[src/rtl/riscv_mem_pkg.sv]
// Shared types for the two-master memory arbiter.
//   arb_state_t : arbiter FSM state (IDLE / BUSY)
//   mem_req_t   : one memory request payload (write enable, byte enables,
//                 byte address, write data); used both for the master input
//                 bundles and for the latched payload register
package riscv_mem_pkg;

    localparam int NUM_MASTERS = 2;

    typedef enum logic {
        IDLE = 1'b0,
        BUSY = 1'b1
    } arb_state_t;

    typedef struct packed {
        logic        we;
        logic [3:0]  be;
        logic [31:0] addr;
        logic [31:0] wd;
    } mem_req_t;

endpackage

[src/rtl/riscv_rr_picker.sv]
// Combinational 2-way round-robin select.
//   req   in  [1:0]  request vector, bit N = master N
//   prio  in  1      master favoured when both request
//   valid out 1      at least one request present
//   idx   out 1      index of the winning master
module riscv_rr_picker
    import riscv_mem_pkg::*;
(
    input  logic [NUM_MASTERS-1:0] req,
    input  logic                   prio,
    output logic                   valid,
    output logic                   idx
);

    assign valid = |req;
    // A lone requester wins outright; on contention the favoured one wins.
    assign idx   = (&req) ? prio : req[1];

endmodule

[src/rtl/riscv_mem_arbiter.sv]
// Two-master round-robin arbiter in front of a single memory port.
// Master 0 is instruction fetch, master 1 is the LSU. The winning request is
// latched, held on the memory port until mem_ready_i (or watchdog expiry),
// and the completion is routed back to the granted master combinationally.
//
// Parameters:
//   TIMEOUT_CYCLES  BUSY cycles without mem_ready_i before a forced error
//                   completion; 0 disables the watchdog.
// Ports:
//   clk_i, rst_ni                        clock, async active-low reset
//   mN_req_i/we_i/be_i/addr_i/wd_i       master N request + payload (N=0,1)
//   mN_rd_o/ready_o/err_o                master N read data, done pulse, error
//   mem_req_o/we_o/be_o/addr_o/wd_o      memory request + latched payload
//   mem_rd_i, mem_ready_i                memory read data, done pulse
module riscv_mem_arbiter
    import riscv_mem_pkg::*;
#(
    parameter int unsigned TIMEOUT_CYCLES = 255
) (
    input  logic        clk_i,
    input  logic        rst_ni,

    input  logic        m0_req_i,
    input  logic        m0_we_i,
    input  logic [3:0]  m0_be_i,
    input  logic [31:0] m0_addr_i,
    input  logic [31:0] m0_wd_i,
    output logic [31:0] m0_rd_o,
    output logic        m0_ready_o,
    output logic        m0_err_o,

    input  logic        m1_req_i,
    input  logic        m1_we_i,
    input  logic [3:0]  m1_be_i,
    input  logic [31:0] m1_addr_i,
    input  logic [31:0] m1_wd_i,
    output logic [31:0] m1_rd_o,
    output logic        m1_ready_o,
    output logic        m1_err_o,

    output logic        mem_req_o,
    output logic        mem_we_o,
    output logic [3:0]  mem_be_o,
    output logic [31:0] mem_addr_o,
    output logic [31:0] mem_wd_o,
    input  logic [31:0] mem_rd_i,
    input  logic        mem_ready_i
);

    localparam int CNT_W = (TIMEOUT_CYCLES == 0) ? 1 : $clog2(TIMEOUT_CYCLES + 1);

    arb_state_t                state_q;
    logic                      grant_q;
    logic                      prio_q;
    mem_req_t                  payload_q;
    logic [CNT_W-1:0]          cnt_q;

    logic [NUM_MASTERS-1:0]    req;
    mem_req_t                  m0_bundle;
    mem_req_t                  m1_bundle;
    logic                      pick_valid;
    logic                      pick_idx;
    logic                      busy;
    logic                      expire;
    logic                      done;
    logic [31:0]               rd_ret;

    assign req       = {m1_req_i, m0_req_i};
    assign m0_bundle = {m0_we_i, m0_be_i, m0_addr_i, m0_wd_i};
    assign m1_bundle = {m1_we_i, m1_be_i, m1_addr_i, m1_wd_i};
    assign busy      = (state_q == BUSY);

    riscv_rr_picker u_picker (
        .req   (req),
        .prio  (prio_q),
        .valid (pick_valid),
        .idx   (pick_idx)
    );

    // Watchdog fires on the TIMEOUT_CYCLES-th BUSY cycle; a coincident
    // mem_ready_i wins and yields a normal completion instead.
    if (TIMEOUT_CYCLES == 0) begin : g_no_watchdog
        assign expire = 1'b0;
    end else begin : g_watchdog
        assign expire = busy && !mem_ready_i &&
                        (cnt_q == CNT_W'(TIMEOUT_CYCLES - 1));
    end

    assign done   = busy && (mem_ready_i || expire);
    assign rd_ret = mem_ready_i ? mem_rd_i : 32'h0;

    // NOTE: state registers use non-blocking assignments so every flop samples
    // the pre-edge values, independent of statement order.
    always_ff @(posedge clk_i or negedge rst_ni) begin
        if (!rst_ni) begin
            state_q   <= IDLE;
            grant_q   <= 1'b0;
            prio_q    <= 1'b0;
            payload_q <= '0;
            cnt_q     <= '0;
        end else begin
            case (state_q)
                IDLE: begin
                    if (pick_valid) begin
                        state_q   <= BUSY;
                        grant_q   <= pick_idx;
                        payload_q <= pick_idx ? m1_bundle : m0_bundle;
                        cnt_q     <= '0;
                    end
                end
                BUSY: begin
                    if (done) begin
                        state_q <= IDLE;
                        prio_q  <= ~grant_q;
                    end else if (cnt_q != '1) begin
                        cnt_q <= cnt_q + CNT_W'(1);
                    end
                end
                default: state_q <= IDLE;
            endcase
        end
    end

    // Memory side: payload is only presented while BUSY.
    assign mem_req_o  = busy;
    assign mem_we_o   = busy & payload_q.we;
    assign mem_be_o   = busy ? payload_q.be   : 4'h0;
    assign mem_addr_o = busy ? payload_q.addr : 32'h0;
    assign mem_wd_o   = busy ? payload_q.wd   : 32'h0;

    // Return path: only the granted master ever sees a non-zero output.
    // NOTE: every output gets a default before the conditional updates so no
    // path through this block leaves a value unassigned (no latches).
    always_comb begin
        m0_ready_o = 1'b0;
        m0_err_o   = 1'b0;
        m0_rd_o    = 32'h0;
        m1_ready_o = 1'b0;
        m1_err_o   = 1'b0;
        m1_rd_o    = 32'h0;
        if (done) begin
            if (grant_q) begin
                m1_ready_o = 1'b1;
                m1_err_o   = expire;
                m1_rd_o    = rd_ret;
            end else begin
                m0_ready_o = 1'b1;
                m0_err_o   = expire;
                m0_rd_o    = rd_ret;
            end
        end
    end

endmodule

[config.mk]
export PLATFORM = sky130hd
export DESIGN_NAME = riscv_mem_arbiter
export DESIGN_NICKNAME = d
export VERILOG_FILES = /design/src/rtl/riscv_mem_pkg.sv /design/src/rtl/riscv_rr_picker.sv /design/src/rtl/riscv_mem_arbiter.sv
export SDC_FILE = /design/constraint.sdc
export NUM_CORES = 1
export LEC_CHECK = 0
export ABC_CLOCK_PERIOD_IN_PS = 1900
export CAP_MARGIN = 15
export CELL_PAD_IN_SITES_DETAIL_PLACEMENT = 2
export CELL_PAD_IN_SITES_GLOBAL_PLACEMENT = 2
export CORE_MARGIN = 8
export CORE_UTILIZATION = 30
export CTS_CLUSTER_DIAMETER = 100
export CTS_CLUSTER_SIZE = 12
export DETAILED_ROUTE_END_ITERATION = 8
export DONT_BUFFER_PORTS = 1
export GPL_ROUTABILITY_DRIVEN = 0
export PLACE_DENSITY_LB_ADDON = 0.12
export SLEW_MARGIN = 5
export SYNTH_ARGS = -nofsm -noshare
export SYNTH_HDL_FRONTEND = slang
export SYNTH_SLANG_ARGS = --single-unit
[constraint.sdc]
create_clock -name clk_i -period 1.9 [get_ports clk_i]
set_clock_uncertainty 0.1 [all_clocks]
set_input_delay 0.57 -clock clk_i [delete_from_list [all_inputs] [get_ports clk_i]]
set_output_delay 0.57 -clock clk_i [all_outputs]
set_load 0.1 [all_outputs]
==> results of run 1 <==
[cell families after synthesis]
logic type / Yosys count / synth area share, %
fa+ha+maj: 2 / 0.525
mux: 73 / 15.4
flops: 80 / 42.0
simple gates: 257 / 25.1
buf+inv: 47 / 5.59
compound gates: 90 / 11.4
[per-stage QoR]
stage / setup TNS (ns) / worst slack (ns) / hold slack [ns] / area [um^2] / cells
after floorplan: -49.17 / -0.656 / 0.174 / 5560 / 549
after global placement: -26.03 / -0.349 / 0.177 / 8520 / 891
after detailed placement: -34.44 / -0.491 / 0.176 / 8520 / 891
after CTS: -79.92 / -0.873 / -0.195 / 9220 / 925
[repair_timing]
item,CTS
endpoints found under the hold margin,80
buffers inserted,10
resized for setup,38
gates cloned,9
pin swaps,4
endpoints found under the setup margin,186
[synthesized netlist by cell type (2+ instances only)]
| cell | n | area, um^2 |
|---|---|---|
| a21o_1 | 2 | 15.0 |
| a22o_1 | 6 | 52.6 |
| and2_1 | 70 | 438 |
| and3_1 | 2 | 12.5 |
| buf_1 | 3 | 11.3 |
| buf_2 | 3 | 15.0 |
| buf_4 | 9 | 67.6 |
| buf_6 | 3 | 33.8 |
| clkbuf_1 | 21 | 78.8 |
| clkbuf_8 | 3 | 41.3 |
| dfrtp_1 | 80 | 2000 |
| ha_1 | 2 | 25.0 |
| inv_1 | 5 | 18.8 |
| mux2_2 | 4 | 45.0 |
| mux2i_1 | 69 | 691 |
| nand2_1 | 104 | 390 |
| nand3_1 | 3 | 15.0 |
| nand4_1 | 3 | 18.8 |
| nor2_1 | 65 | 244 |
| nor2_2 | 2 | 12.5 |
| nor3_1 | 2 | 10.0 |
| o211ai_4 | 2 | 42.5 |
| o21ai_0 | 75 | 375 |
==> results.yml, run 1 <==
synth:
  yosysUniqueCellTypes: 34
  yosys_warnings: 0
  postSynthCellCount: 549
  synth_seq_cells: 80
  synth-seq-area-share_pct: 42.0
  synth_area_um2: 4770
  syn_nets: 726
  async_flop_share_pct: 100
  synth_edf_count: 0
  ys.flop_type: "dfrtp_1"
  syn_avg_cell_area_um2: 8.69
cts:
  numCtsBuffers: 9
  htreeDepth: 3
  clock-sinks: 80
  cts.path.max_buffers: 2
  clk_root_buffer_cell: "clkbuf_16"
placed_design:
  dp_hpwl_um: 18200
  port_buffers: 0
run_status:
  stop_stage: "global routing (5_1_grt)"
  toolErrorMsg: "[ERROR DPL-0033] detailed placement checks failed during check placement."
  outcome: "stopped before the end"
grt:
  antenna_found_initial: 0
  grt_max_degree: 81
floorplan:
  die-width_um: 142
  rows: 46
  start_util_pct: 30.3
  pin_count: 313
  fp.dieH_um: 142
sta:
  worstEpCategory: "primary output"
  postGrtWorstEndpoint: "m1_rd_o[2]"
==> run 2: changes to the inputs <==
==> config.mk (replaced) <==
export PLATFORM = sky130hd
export DESIGN_NAME = riscv_mem_arbiter
export DESIGN_NICKNAME = d
export VERILOG_FILES = /design/src/rtl/riscv_mem_pkg.sv /design/src/rtl/riscv_rr_picker.sv /design/src/rtl/riscv_mem_arbiter.sv
export SDC_FILE = /design/constraint.sdc
export NUM_CORES = 1
export LEC_CHECK = 0
export ABC_CLOCK_PERIOD_IN_PS = 2470
export CAP_MARGIN = 15
export CORE_MARGIN = 8
export CORE_UTILIZATION = 40
export DETAILED_ROUTE_END_ITERATION = 8
export DONT_BUFFER_PORTS = 1
export GPL_ROUTABILITY_DRIVEN = 0
export PLACE_DENSITY_LB_ADDON = 0.15
export SLEW_MARGIN = 5
export SYNTH_ARGS = -nofsm -noshare
export SYNTH_HDL_FRONTEND = slang
export SYNTH_SLANG_ARGS = --single-unit
==> constraint.sdc (replaced) <==
create_clock -name clk_i -period 2.47 [get_ports clk_i]
set_clock_uncertainty 0.1 [all_clocks]
set_input_delay 0.741 -clock clk_i [delete_from_list [all_inputs] [get_ports clk_i]]
set_output_delay 0.741 -clock clk_i [all_outputs]
set_load 0.1 [all_outputs]
==> results.yml, run 2 <==
routing:
  ant_nets: 0
  drt_drc_violations_left: 0
  via_per_inst: 5.18
  dr.pass1.iters: 4
  wl_per_cell_um: 19.9
  vias: 4111
  drt-total-wl_um: 15800
  drt_iter0_markers: 142
critical_path:
  path_class: "flop to primary output"
  cp.arrival_ns: 1.98
  end_kind: "primary output"
  cp_max_fo: 12
  r2r_cells: 6
  required_ns: 1.63
  startpoint_type: "flop"
floorplan:
  die-area_um2: 15700
  fp.dieH_um: 125
  pin_count: 313
  start_util_pct: 40.4
  core_area_um2: 11800
  die-width_um: 125
  rows: 40
cts:
  clkLatencyLatePin_ns: 0.33
  cts.path.max_buffers: 2
  clock-sinks: 80
  htreeDepth: 3
  clk_root_buffer_cell: "clkbuf_16"
  cts.clk_slew.worst_paths_ns: 0.06
  cts_tree: "done"
  numCtsBuffers: 9
synth:
  yosys_warnings: 0
  synth.area.top_cells: "dfrtp_1, mux2i_1, and2_1"
  synth_most_common_cell: "nand2_1"
  synth_area_um2: 4770
  syn_avg_cell_area_um2: 8.69
  synthTopCellsByCount: "nand2_1, dfrtp_1, o21ai_0"
  syn_nets: 726
  yosysUniqueCellTypes: 34
  synth.top_cell.area_share_pct: 42.0
  yosysTopAreaCell: "dfrtp_1"
  async_flop_share_pct: 100
  postSynthCellCount: 549
  synth-seq-area-share_pct: 42.0
  synth_seq_cells: 80
  ys.flop_type: "dfrtp_1"
  synth_edf_count: 0
final_layout:
  drive_gt1_share_pct: 45.2
  reg_top3: "payload_q (69), cnt_q (8)"
  final_cell_area_um2: 7920
  regMostFlops: "payload_q"
  multi_input_area_um2: 3140
  n_fill_cell: 891
  final_cell_mix: "buf_12, nand2_1, dfrtp_1, o21ai_0, mux2i_1"
  layout.nets: 818
  fin_util_pct: 67.0
  final_common_cell: "buf_12"
  diodes: 0
  largest_reg_flops: 69
  syn2layout_area_growth_pct: 66.0
  area.sequential_um2: 2010
sta:
  finalHoldViolations: 0
  post-route-period-util_pct: 114
  maxSlewViolCount: 0
  maxClockFrequency_mhz: 355
  period_needed_ns: 2.82
  setup_ws_ns: -0.350
  worst_pin_slew_ns: 0.761
  setup_tns_ns: -21.84
  slew_headroom_pct: 49.1
  finalSetupViolCount: 68
  rsz0062_at_grt: "true"
power:
  power.total_w: 0.00716
  p_leak_nw: 3.46
  powerDensity_nw_per_um2: 904
  vdd.ir_drop.worst_mv: 0.464
placed_design:
  port_buffers: 0
  place_area_um2: 7550
  dp_hpwl_um: 12700
grt:
  antenna_found_initial: 0
  grt_usage_pct: 19.7
  grt_pass1_vias: 4456
  grt_pass1_wl_um: 24900
  grt_max_degree: 81
  overflow: 0
run_status:
  outcome: "finished, violations left"
  violations: "setup timing"
worst_hold_path:
  hold_path_class: "input pin to asynchronous set/reset pin"
run:
  cap_viol_max_count: 0
-- run 2: cell counts after synthesis --
Identical to the previous run, type by type.
-- run 2: metrics by stage --
stage	setup WS, ns	hold WS [ns]	instances
floorplan	-0.257	0.342	549
global placement	0.0228	0.348	773
detailed placement	-0.0380	0.347	773
CTS	-0.442	-0.0194	791
global route	-0.436	0.193	793
finish	-0.350	0.170	793
-- run 2: cell type report --
class | count | share of cell area, %
multi-input combinational | 422 | 39.7
timing repair buffer | 123 | 28.5
sequential | 80 | 25.3
clock buffer | 10 | 2.89
tap | 147 | 2.32
clock inverter | 6 | 0.854
inverter | 5 | 0.332
-- run 2: repair_timing --
item                                   4_1_cts  5_1_grt
setup endpoints to repair                   68      101
resized for setup                            4        1
setup buffers                                2        0
pin swaps                                    1        1
gates cloned                                 0        0
endpoints found under the hold margin       80       69
-- run 2: kinds of logic (layout without fill, tap and decap cells) --
| kind of cell | Yosys count | in the layout | share of synthesized area [%] |
|---|---|---|---|
| buffers and inverters | 47 | 144 | 5.59 |
| AO/OA/AOI/OAI | 90 | 90 | 11.4 |
| AND/OR/NAND/NOR | 257 | 257 | 25.1 |
| multiplexers | 73 | 73 | 15.4 |
| flip-flops | 80 | 80 | 42.0 |
| adder cells (fa/ha/maj) | 2 | 2 | 0.525 |
-- run 2: worst paths after layout --
kind / startpoint / slack, ns / to
hold / removal: rst_ni / 0.17 / payload_q[20]$_DFFE_PN0P_
max in group asynchronous: rst_ni / 1.10 / payload_q[42]$_DFFE_PN0P_
hold reg to reg: payload_q[39]$_DFFE_PN0P_ / 0.37 / payload_q[39]$_DFFE_PN0P_
min in group clk_i: payload_q[39]$_DFFE_PN0P_ / 0.37 / payload_q[39]$_DFFE_PN0P_
setup / recovery: cnt_q[0]$_DFFE_PN0P_ / -0.35 / m0_rd_o[5]
setup reg to reg: cnt_q[0]$_DFFE_PN0P_ / 0.54 / cnt_q[4]$_DFFE_PN0P_
-- run 2: critical path, cell delays in order (launching register included) --
cell	delay, ns
dfrtp_1	0.39
inv_1	0.07
ha_2	0.19
nand2_2	0.07
nor3_4	0.25
o211ai_4	0.17
buf_12	0.20
nor2_4	0.12
buf_12	0.18
-- run 2: power breakdown --
part / leakage (nW) / switching, W / internal [W] / total [W]
registers: 0.990 / 0.000178 / 0.00163 / 0.00180
clock network: 0.139 / 0.000537 / 0.000786 / 0.00132
logic: 2.33 / 0.00283 / 0.00120 / 0.00403
total: 3.46 / 0.00355 / 0.00361 / 0.00716
-- run 2: metal layers --
layer / vias up / track usage (%) / part of all wire, %
met5: - / 0 / 0
met4: 0 / 6.09 / 1.9
li1: 2002 / - / -
met3: 19 / 7.18 / 8.0
met1: 1906 / 20.6 / 37
met2: 184 / 36.0 / 54
No activity file was read; power rests on OpenSTA's default activity.
